$ cat src/rtl/gs_pkg.sv
// Definitions shared between the Gauss-Seidel iteration cell and its result streamer.
package gs_pkg;

    localparam int GS_N = 8;
    localparam int GS_W = 32;

    typedef enum logic [1:0] {
        IDLE = 2'd0,
        SEND = 2'd1,
        DONE = 2'd2
    } gs_state_t;

    // Number of output beats needed to carry n elements of w bits over an ow-bit bus.
    function automatic int beats(input int n, input int w, input int ow);
        return (n * w) / ow;
    endfunction

endpackage

$ cat src/rtl/gs_res_shifter.sv
// Wide shift register that unloads a packed vector MSB-first, OUT_W bits at a time.
module gs_res_shifter #(
    parameter int TOTAL_W = 256,
    parameter int OUT_W   = 16
) (
    input  logic               clk,
    input  logic               rst,
    input  logic               load,
    input  logic               shift,
    input  logic [TOTAL_W-1:0] din,
    output logic [OUT_W-1:0]   dout
);

    logic [TOTAL_W-1:0] sreg;

    // Load wins over shift so a back-to-back result replaces any residue.
    always_ff @(posedge clk or posedge rst) begin
        if (rst) begin
            sreg <= '0;
        end else if (load) begin
            sreg <= din;
        end else if (shift) begin
            sreg <= {sreg[TOTAL_W-OUT_W-1:0], {OUT_W{1'b0}}};
        end else begin
            sreg <= sreg;
        end
    end

    assign dout = sreg[TOTAL_W-1 -: OUT_W];

endmodule

$ cat src/rtl/gs_result_streamer.sv
// Streams a latched Gauss-Seidel solution vector to a valid/ready consumer as OUT_W-bit beats.
module gs_result_streamer
    import gs_pkg::*;
#(
    parameter int N     = GS_N,
    parameter int W     = GS_W,
    parameter int OUT_W = 16
) (
    input  logic               i_clk,
    input  logic               i_reset,
    input  logic               i_res_valid,
    input  logic [N*W-1:0]     i_res_x,
    input  logic               i_ready,
    output logic               o_valid,
    output logic [OUT_W-1:0]   o_data,
    output logic               o_last,
    output logic               o_done,
    output logic               o_busy,
    output logic               o_ovf
);

    localparam int BEATS = beats(N, W, OUT_W);
    localparam int CW    = (BEATS > 1) ? $clog2(BEATS) : 1;
    localparam logic [CW-1:0] LAST_CNT = CW'(BEATS - 1);

    gs_state_t     state;
    logic [CW-1:0] cnt;
    logic          prev_valid;
    logic          ovf;

    logic rise;
    logic in_send;
    logic hs;
    logic last_beat;
    logic load;

    assign rise      = i_res_valid & ~prev_valid;
    assign in_send   = (state == SEND);
    assign hs        = in_send & i_ready;
    assign last_beat = (cnt == LAST_CNT);
    assign load      = rise & ((state == IDLE) | (state == DONE));

    // Control FSM: edge detect, beat counter and sticky overflow flag.
    always_ff @(posedge i_clk or posedge i_reset) begin
        if (i_reset) begin
            state      <= IDLE;
            cnt        <= '0;
            prev_valid <= 1'b0;
            ovf        <= 1'b0;
        end else begin
            prev_valid <= i_res_valid;
            case (state)
                IDLE: begin
                    ovf <= ovf;
                    if (rise) begin
                        state <= SEND;
                        cnt   <= '0;
                    end else begin
                        state <= IDLE;
                        cnt   <= cnt;
                    end
                end
                SEND: begin
                    // A new result during a send is dropped; only the flag records it.
                    if (rise) begin
                        ovf <= 1'b1;
                    end else begin
                        ovf <= ovf;
                    end
                    if (i_ready) begin
                        if (last_beat) begin
                            state <= DONE;
                            cnt   <= '0;
                        end else begin
                            state <= SEND;
                            cnt   <= cnt + CW'(1);
                        end
                    end else begin
                        state <= SEND;
                        cnt   <= cnt;
                    end
                end
                DONE: begin
                    ovf <= ovf;
                    cnt <= '0;
                    if (rise) begin
                        state <= SEND;
                    end else begin
                        state <= IDLE;
                    end
                end
                default: begin
                    state <= IDLE;
                    cnt   <= '0;
                    ovf   <= ovf;
                end
            endcase
        end
    end

    gs_res_shifter #(
        .TOTAL_W (N * W),
        .OUT_W   (OUT_W)
    ) u_shifter (
        .clk   (i_clk),
        .rst   (i_reset),
        .load  (load),
        .shift (hs),
        .din   (i_res_x),
        .dout  (o_data)
    );

    assign o_valid = in_send;
    assign o_busy  = in_send;
    assign o_last  = in_send & last_beat;
    assign o_done  = (state == DONE);
    assign o_ovf   = ovf;

endmodule

$ cat config.mk
export PLATFORM = sky130hd
export DESIGN_NAME = gs_result_streamer
export DESIGN_NICKNAME = d
export VERILOG_FILES = /design/src/rtl/gs_pkg.sv /design/src/rtl/gs_res_shifter.sv /design/src/rtl/gs_result_streamer.sv
export SDC_FILE = /design/constraint.sdc
export NUM_CORES = 1
export LEC_CHECK = 0
export CAP_MARGIN = 5
export CORE_ASPECT_RATIO = 1.75
export CORE_MARGIN = 2
export CORE_UTILIZATION = 47
export DETAILED_ROUTE_END_ITERATION = 7
export GPL_TIMING_DRIVEN = 0
export PLACE_DENSITY_LB_ADDON = 0.3
export SYNTH_ARGS = -nofsm -noshare
export SYNTH_HDL_FRONTEND = slang
export SYNTH_SLANG_ARGS = --single-unit
export TNS_END_PERCENT = 5
$ cat constraint.sdc
create_clock -name i_clk -period 8.9 [get_ports i_clk]
set_input_delay 1.78 -clock i_clk [delete_from_list [all_inputs] [get_ports i_clk]]
set_output_delay 1.78 -clock i_clk [all_outputs]
set_load 0.05 [all_outputs]
# Word level (Yosys, flattened, before mapping)
# Cells that the tools add are included.
dict set report op_classes {
  add_sub_neg 1
  eq_ne 5
  muxes 10
  bitwise_logic 6
  n_reduce_logical 5
}
# operator n
set ops {}
lappend ops {{$mux W256} 2}
lappend ops {{$mux W4} 3}
lappend ops {{$pmux W4 S2} 1}
lappend ops {{$add A4 B1 Y4 const B} 1}
lappend ops {{$and A1 B1 Y1} 4}
lappend ops {{$eq A4 B4 Y1 const B} 1}
lappend ops {{$mux W2} 2}
lappend ops {{$ne A2 B2 Y1 const B} 2}
lappend ops {{$pmux W2 S2} 1}
lappend ops {{$reduce_and A2 Y1} 2}
lappend ops {{$eq A2 B1 Y1 const B} 1}
lappend ops {{$eq A2 B2 Y1 const B} 1}
lappend ops {{$logic_not A2 Y1} 1}
lappend ops {{$reduce_bool A2 Y1} 1}
lappend ops {{$reduce_or A2 Y1} 1}
lappend ops {{$mux W1} 1}
lappend ops {{$not A1 Y1} 1}
lappend ops {{$or A1 B1 Y1} 1}
dict set report totals {
  register_bits 264
  inputBits 260
  output_inout_bits 21
  word_cells 32
}

# Logic depth before layout (Yosys ltp)
# Gate-level depths: netlist of run 1.
dict set report depth {
  ltp_word 4
  ltp_mapped 8
  ltp_nobuf 4
}

# Cells and area by module
# Synthesis of run 1 repeated with hierarchy kept, for this count alone.
dict set report hier_totals {
  hier_cells 1169
  area_unflattened_um2 12393.1
}
# module n_inst cells_per_inst area_per_inst_um2 seq_area_each_um2
set modules_own_cells {}
lappend modules_own_cells {gs_res_shifter 1 1127 11979.0 6406.1}
lappend modules_own_cells {gs_result_streamer 1 42 414.1 200.2}

# Least setup slack after synthesis of run 1
# OpenSTA, ideal clock, no wires.
dict set report synth_path {
  kind {register to output}
  start {reg cnt[0]}
  end {out o_last}
  arrival_time_ns 1.849
  required_ns 7.120
  slack_ns 5.271
  stages_incl_launch_ff 4
  path_buffers 0
  path_cell_list {dfrtp_1 ha_1 nand3_1 nor3b_1}
}
dict set report synth_between {
  elab_chain_cells 2
}
# item line
set synth_rtl {}
lappend synth_rtl {{from (decl)} gs_result_streamer.sv:27} ;# logic [CW-1:0] cnt;
lappend synth_rtl {{from (signal assigned)} gs_result_streamer.sv:60} ;# cnt <= cnt;
lappend synth_rtl {{from (signal assigned)} gs_result_streamer.sv:76} ;# cnt <= cnt + CW'(1);
lappend synth_rtl {{from (signal assigned)} gs_result_streamer.sv:80} ;# cnt <= cnt;
lappend synth_rtl {{$eq A4 B4 Y1} gs_result_streamer.sv:40} ;# assign last_beat = (cnt == LAST_CNT);
lappend synth_rtl {{$and A1 B1 Y1} gs_result_streamer.sv:115} ;# assign o_last = in_send & last_beat;
lappend synth_rtl {{to (decl)} gs_result_streamer.sv:16} ;# output logic o_last,
# No other way between the ends.

# Worst setup path after layout of run 1
dict set report layout_path {
  start {reg state[0]}
  end {out o_valid}
}
dict set report layout_between {
  elab_chain_cells 1
}
# item line
set layout_rtl {}
lappend layout_rtl {{from (decl)} gs_result_streamer.sv:26} ;# gs_state_t state;
lappend layout_rtl {{from (signal assigned)} gs_result_streamer.sv:46} ;# state <= IDLE;
lappend layout_rtl {{from (signal assigned)} gs_result_streamer.sv:56} ;# state <= SEND;
lappend layout_rtl {{from (signal assigned)} gs_result_streamer.sv:59} ;# state <= IDLE;
lappend layout_rtl {{$eq A2 B1 Y1} gs_result_streamer.sv:38} ;# assign in_send = (state == SEND);
lappend layout_rtl {{to (decl)} gs_result_streamer.sv:14} ;# output logic o_valid,
# No other way between the ends.

==> results of run 1 <==
cells by family after synthesis:
logic type | after synthesis
buffers and inverters | 80
AND/OR/NAND/NOR | 19
AO/OA/AOI/OAI | 25
flip-flops | 264
adder cells (fa/ha/maj) | 1
multiplexers | 481
cell type report:
type | count | area, um^2 | area share [%]
repair buffers | 287 | 2950 | 16.7
clock buffers | 33 | 738 | 4.17
flip-flops and latches | 264 | 6610 | 37.3
plain buffers | 77 | 527 | 2.98
inverters | 3 | 15.0 | 0.0848
multi-input cells | 526 | 6240 | 35.2
well taps | 373 | 467 | 2.64
diodes | 4 | 10.0 | 0.0566
clock inverters | 14 | 149 | 0.841
synth_stat cells:
cell type	number	share of area (%)
a21oi_1	2	0.075
buf_6	2	0.17
a21boi_0	1	0.056
buf_4	28	1.6
mux2_4	132	15
nor2b_1	2	0.093
nor3b_1	3	0.17
inv_1	3	0.084
nand2b_1	1	0.047
or3b_1	1	0.065
mux2_1	11	0.93
a32oi_1	1	0.065
a31o_2	1	0.065
buf_2	31	1.2
nor3_1	1	0.037
o21ai_0	2	0.075
nand2_1	4	0.11
nand4b_1	2	0.13
and2_1	1	0.047
a21o_1	1	0.056
clkbuf_1	9	0.25
mux2_2	338	28
a22o_1	16	1.0
buf_8	7	0.79
ha_1	1	0.093
o22ai_1	1	0.047
nand3_1	4	0.15
dfrtp_1	264	49
state kept, by name, indices dropped and copies added, names as in the netlist:
register and cells:
cnt 4, o_ovf 1, prev_valid 1, state 2, u_shifter.sreg 256
per-stage QoR:
| stage | area [um^2] | power (mW) | hold WS (ns) |
|---|---|---|---|
| after floorplan | 13400 | 2.81 | 0.454 |
| after global placement | 16700 | 3.21 | 0.458 |
| after detailed placement | 16800 | 3.26 | 0.466 |
| after CTS | 17700 | 4.42 | 0.490 |
| after global routing | 17700 | 4.59 | 0.506 |
| final | 17700 | 4.37 | 0.484 |
where the power goes:
group          internal, mW  switching [mW]  total, mW  leakage (nW)
clock                 0.672           0.472       1.14         0.449
sequential             1.57           0.212       1.78          3.63
combinational         0.897           0.550       1.45          4.68
routing by layer:
layer	part of all wire [%]	track usage, %	vias up
met4	4.3	10.9	0
li1	-	-	3762
met3	5.0	4.19	66
met2	55	42.6	217
met5	0	0	-
met1	35	22.8	4008
worst max-delay path, cell delays in order (launching register included):
cell and delay [ns]:
dfrtp_1 0.35, buf_6 0.13, nor2b_1 0.13, clkbuf_1 0.37, buf_4 0.18, clkdlybuf4s50_1 0.79
final timing paths:
check                                      end  slack [ns]  cells past startpoint
min                        u_shifter.sreg[117]        0.48                      1
min reg2reg                u_shifter.sreg[117]        0.48                      1
min in group asynchronous  u_shifter.sreg[250]        1.71                      2
max in group asynchronous  u_shifter.sreg[126]        5.75                      6
max reg2reg                u_shifter.sreg[116]        6.35                      7
max                                    o_valid        4.63                      5
==> key figures, run 1 <==
Outcome
  • Outcome: finished, final reports clean

Setup path
  • CP Class: reg2out
  • R2r startpoint: state[0]
  • CP endpoint kind: primary output
  • Critical Path RT: ~7.1 ns
  • Worst path arrival time: 2.49 ns
  • Crit-path max FO: 9
  • Crit. Startpoint: state[0]
  • CP startpoint kind: flip-flop

Power
  • Pwr/cell area: roughly 250 mW/mm^2
  • Pleak: a little under 9 nW
  • Maximum VDD drop: 0.210 mV

Timing
  • Total negative setup slack: 0 ns
  • RSZ-0062 raised after global routing: false
  • Slew Limit Fails: 0
  • Crit path time final: between 4 and 5 ns
  • Hold Vio Cnt, Final: 0
  • Max-slew headroom: ~50%
  • Tcrit/Tclk final: a little under half
  • Fmax: between 200 and 250 MHz
  • Final worst slack: between 4 and 5 ns
  • Actual slew at the worst max-slew pin: about 0.75 ns
  • Final setup vio count: 0
  • Setup Skew: 0.0159 ns

Yosys
  • #FFs+latches synth: roughly 260
  • Main combinational cell family by area after synthesis: multiplexers
  • Complex-gate fraction of the synthesized area: under 10%
  • Cell area after synthesis: between 0.01 and 0.015 mm^2
  • XOR/XNOR Fraction of Synth Area: 0%
  • Avg Synthesized Cell Area: roughly 15 um^2
  • Simple-gate portion of the synthesized area: less than 1%
  • Mux contribution to synthesized area: around 44%
  • Sequential element share of the synthesized area: between 40% and 50%
  • Synthesized instance count: between 800 and 900
  • Fraction of the mapped netlist area in adder cells: 0.0935%
  • Syn. warnings: 0
  • Yosys cell types: 28
  • Net Count, Synth: 1131

Clock network
  • # resized after CTS: 0
  • CTS max path bufs: 3
  • Postcts setup bufs: 0
  • H-tree levels: 1
  • Reg clk slew, reported paths: ~0.060 ns
  • Worst-skew pair later-pin latency: between 0.5 and 0.6 ns
  • Root buffer cell: clkbuf_16
  • Clk sinks: 264
  • Hold_buf cts: 0
  • CTS tree: yes
  • Total CTS buffers: 26

Global route
  • Gr ovfl total: 0
  • First-pass GRT wire length: between 50000 and 60000 um
  • Vias in the first global route: around 8900
  • Largest net degree at the start of global routing: 39
  • Initial antenna violation count: 4
  • Total GRT Usage: between 20 and 25%

Floorplan
  • Die height: approximately 230 um
  • Core Area: roughly 0.028 mm^2
  • Row count: 81
  • Die outline area: approximately 0.030 mm^2
  • Initial Utilization: 47.8%
  • Die X: 132 um
  • Boundary pin count: 281

Routing
  • Remaining antenna violation count: 0
  • DRT iter0 DRCs: 196
  • Via/cell ratio: around 5.1
  • DR WL/cell: 21.0 um
  • Total iterations of the first detailed-routing run: 4
  • WL final: approximately 33000 um
  • DR vias: between 8000 and 9000
  • DRC violations left: 0

Min path
  • Hold_sp: u_shifter.sreg[117]
  • Hold Crit Class: reg2reg

Layout
  • Post-Layout Cell Count: about 1600
  • Most frequent cells in the layout: mux2_2, clkdlybuf4s50_1, dfrtp_1, mux2_4, buf_2
  • Final nets: ~1400
  • # fillers: between 2000 and 2500
  • Fraction of layout cells with a size suffix above 1: between 40% and 50%
  • Final Core Density: between 60% and 70%
  • Commonest non-fill, non-tap cell in the layout: mux2_2
  • Layout area overhead: 32.3%

Placed design
  • IO Port Bufs: between 200 and 300
  • Setup WS pre-CTS: roughly 4.5 ns
  • GPL Wtd Cong: between 0.8 and 0.9
  • Cells after DPL: around 1500
  • Post-DP HPWL: 25900 um

Job
  • Max-cap violations: 0
No activity file was read; power rests on OpenSTA's default activity.
==> inputs of run 2 (changes only) <==
clock period = 3.7 ns   (was 8.9 ns; I/O delays follow)
==> results of run 2 <==
Same layout as run 1 (identical final DEF). Status: finished, final reports clean.
Among the figures that moved: setup slack after placement 4.50 ns -> 0.339 ns; setup slack after layout 4.63 ns -> 0.468 ns; register-to-register setup slack 6.35 ns -> 1.15 ns; total power 4.37 mW -> 10.5 mW; worst IR drop on VDD 0.210 mV -> 0.505 mV
==> inputs of run 3 (changes only) <==
REMOVE_ABC_BUFFERS = 1   (was unset)
==> run 3 against run 2 <==
Effect of this change:
- largest cell class unchanged
- setup slack lost 0.17 ns
- sequential share of layout area up 0.76 points
- clock power shrank 7%
- critical endpoint is now u_shifter.sreg[155]
- critical path type is now in2reg
- global-route usage fell by 3.6 points
==> key figures, run 3 (synthesized netlist as in run 1, its figures left out) <==
Outcome
  • Outcome: finished, final reports clean (unchanged)

Layout
  • Biggest register: u_shifter.sreg (unchanged)
  • Final Core Density: 62.0% (was 63.3%)
  • Max FFs per register: 256 (unchanged)
  • Final nets: 1384 (was 1446)
  • Layout area overhead: 29.6% (was 32.3%)
  • Area taken by flip-flops and latches: 0.00661 mm^2 (unchanged)
  • Fraction of layout cells with a size suffix above 1: 47.0% (was 49.2%)
  • Area of the multi-input gates: 0.00626 mm^2 (was 0.00624 mm^2)
  • Largest registers: u_shifter.sreg (256), cnt (4), state (2) (unchanged)
  • Commonest non-fill, non-tap cell in the layout: mux2_2 (unchanged)
  • # fillers: 2222 (was 2196)
  • Most frequent cells in the layout: mux2_2, clkdlybuf4s50_1, dfrtp_1, mux2_4, clkbuf_16 (was mux2_2, clkdlybuf4s50_1, dfrtp_1, mux2_4, buf_2)

Floorplan
  • Initial Utilization: 47.8% (unchanged)
  • Row count: 81 (unchanged)
  • Die height: 227 um (unchanged)
  • Core Area: 0.0280 mm^2 (unchanged)
  • Boundary pin count: 281 (unchanged)
  • Die outline area: 0.0299 mm^2 (unchanged)
  • Die X: 132 um (unchanged)

Routing
  • Via/cell ratio: 5.16 (was 5.09)
  • WL final: 27900 um (was 33200 um)
  • Remaining antenna violation count: 0 (unchanged)
  • Total iterations of the first detailed-routing run: 6 (was 4)
  • DR vias: 7824 (was 8053)
  • DR WL/cell: 18.4 um (was 21.0 um)
  • DRC violations left: 0 (unchanged)
  • DRT iter0 DRCs: 228 (was 196)

Setup path
  • CP endpoint kind: flip-flop (was primary output)
  • Worst path arrival time: 3.81 ns (was 2.49 ns)
  • Critical Path RT: 4.11 ns (was 2.96 ns)
  • CP Class: in2reg (was reg2out)
  • Crit-path max FO: 66 (was 9)
  • CP startpoint kind: primary input (was flip-flop)

Clock network
  • Worst-skew pair later-pin latency: 0.53 ns (was 0.54 ns)
  • Root buffer cell: clkbuf_16 (unchanged)
  • Postcts setup bufs: 0 (unchanged)
  • # resized after CTS: 0 (unchanged)
  • Total CTS buffers: 26 (unchanged)
  • CTS max path bufs: 3 (unchanged)
  • Reg clk slew, reported paths: 0.07 ns (was 0.06 ns)
  • H-tree levels: 1 (unchanged)
  • CTS tree: yes (unchanged)
  • Clk sinks: 264 (unchanged)
  • Hold_buf cts: 0 (unchanged)

Power
  • Maximum VDD drop: 0.480 mV (was 0.505 mV)
  • Pleak: 8.48 nW (was 8.76 nW)
  • Pwr/cell area: 576 mW/mm^2 (was 594 mW/mm^2)
  • Total Power: 10.0 mW (was 10.5 mW)

Timing
  • Final worst slack: 0.303 ns (was 0.468 ns)
  • Tcrit/Tclk final: 91.8% (was 87.3%)
  • Crit path time final: 3.40 ns (was 3.23 ns)
  • Slew Limit Fails: 0 (unchanged)
  • Final setup vio count: 0 (unchanged)
  • RSZ-0062 raised after global routing: false (unchanged)
  • Hold Vio Cnt, Final: 0 (unchanged)
  • Setup Skew: 0.00750 ns (was 0.0159 ns)
  • Actual slew at the worst max-slew pin: 0.816 ns (was 0.753 ns)
  • Max-slew headroom: 45.6% (was 49.7%)
  • Fmax: 294 MHz (was 309 MHz)

Min path
  • Hold Crit Class: reg2reg (unchanged)

Global route
  • First-pass GRT wire length: 44900 um (was 50800 um)
  • Largest net degree at the start of global routing: 120 (was 39)
  • Total GRT Usage: 18.5% (was 22.1%)
  • Initial antenna violation count: 4 (unchanged)
  • Vias in the first global route: 8563 (was 8871)
  • Gr ovfl total: 0 (unchanged)

Job
  • Max-cap violations: 0 (unchanged)

Placed design
  • Post-DP HPWL: 19500 um (was 25900 um)
  • Setup WS pre-CTS: -0.223 ns (was 0.339 ns)
  • IO Port Bufs: 280 (unchanged)
  • GPL Wtd Cong: 0.749 (was 0.831)
## run 3: changes by cell type in the layout (fill, tap and decap cells not counted), moves of 2 or more
cell | before | now
buf_16 | 1 | 7
buf_12 | 6 | 0
clkinv_2 | 10 | 2
buf_4 | 28 | 0
buf_6 | 2 | 11
buf_8 | 7 | 4
buf_2 | 31 | 0
bufinv_16 | 3 | 0
clkbuf_8 | 4 | 6
clkbuf_1 | 11 | 7
## run 3: power by group
part	internal, mW	total (mW)	switching [mW]
Sequential	3.77	4.23	0.456
Clock	1.45	2.56	1.11
Combinational	2.05	3.21	1.16
Total	7.28	10.0	2.72
## run 3: per-stage QoR
stage	instances	setup TNS [ns]	hold slack [ns]	instance area [um^2]
final	1516	0	0.481	17300
after global routing	1516	0	0.512	17300
after CTS	1512	0	0.483	17300
after detailed placement	1468	-12.68	0.468	16500
after global placement	1446	-7713.79	0.455	16100
after floorplan	793	-4616.67	0.454	12900
## run 3: worst max-delay path: stages
cell and delay, ns:
clkdlybuf4s50_1 0.51, nor3b_2 0.59, a21o_4 0.70, buf_16 0.41, buf_16 0.35, mux2_2 0.39
## run 3: final timing paths
path                             start                   to  slack (ns)  depth (start not counted)
setup / recovery           i_res_valid  u_shifter.sreg[155]        0.30                          6
hold / removal                   o_ovf                o_ovf        0.48                          1
setup reg to reg              state[0]  u_shifter.sreg[155]        0.40                          5
hold reg to reg                  o_ovf                o_ovf        0.48                          1
max in group asynchronous      i_reset  u_shifter.sreg[215]        2.19                          3
min in group asynchronous      i_reset  u_shifter.sreg[255]        0.58                          2
## run 3: layout make-up
type	count	share of cell area, %
inverter	3	0.108
clock inverter	4	0.144
timing repair buffer	302	18.3
clock buffer	40	4.52
multi-input combinational	526	36.1
tap	373	2.69
sequential	264	38.1
antenna	4	0.0577
## run 3: per-layer routing
metal	GRT usage, %	up-vias	part of all wire [%]
met2	34.7	181	55
li1	-	3633	-
met1	21.3	3969	39
met4	6.59	0	2.8
met3	2.87	41	3.9
met5	0	-	0
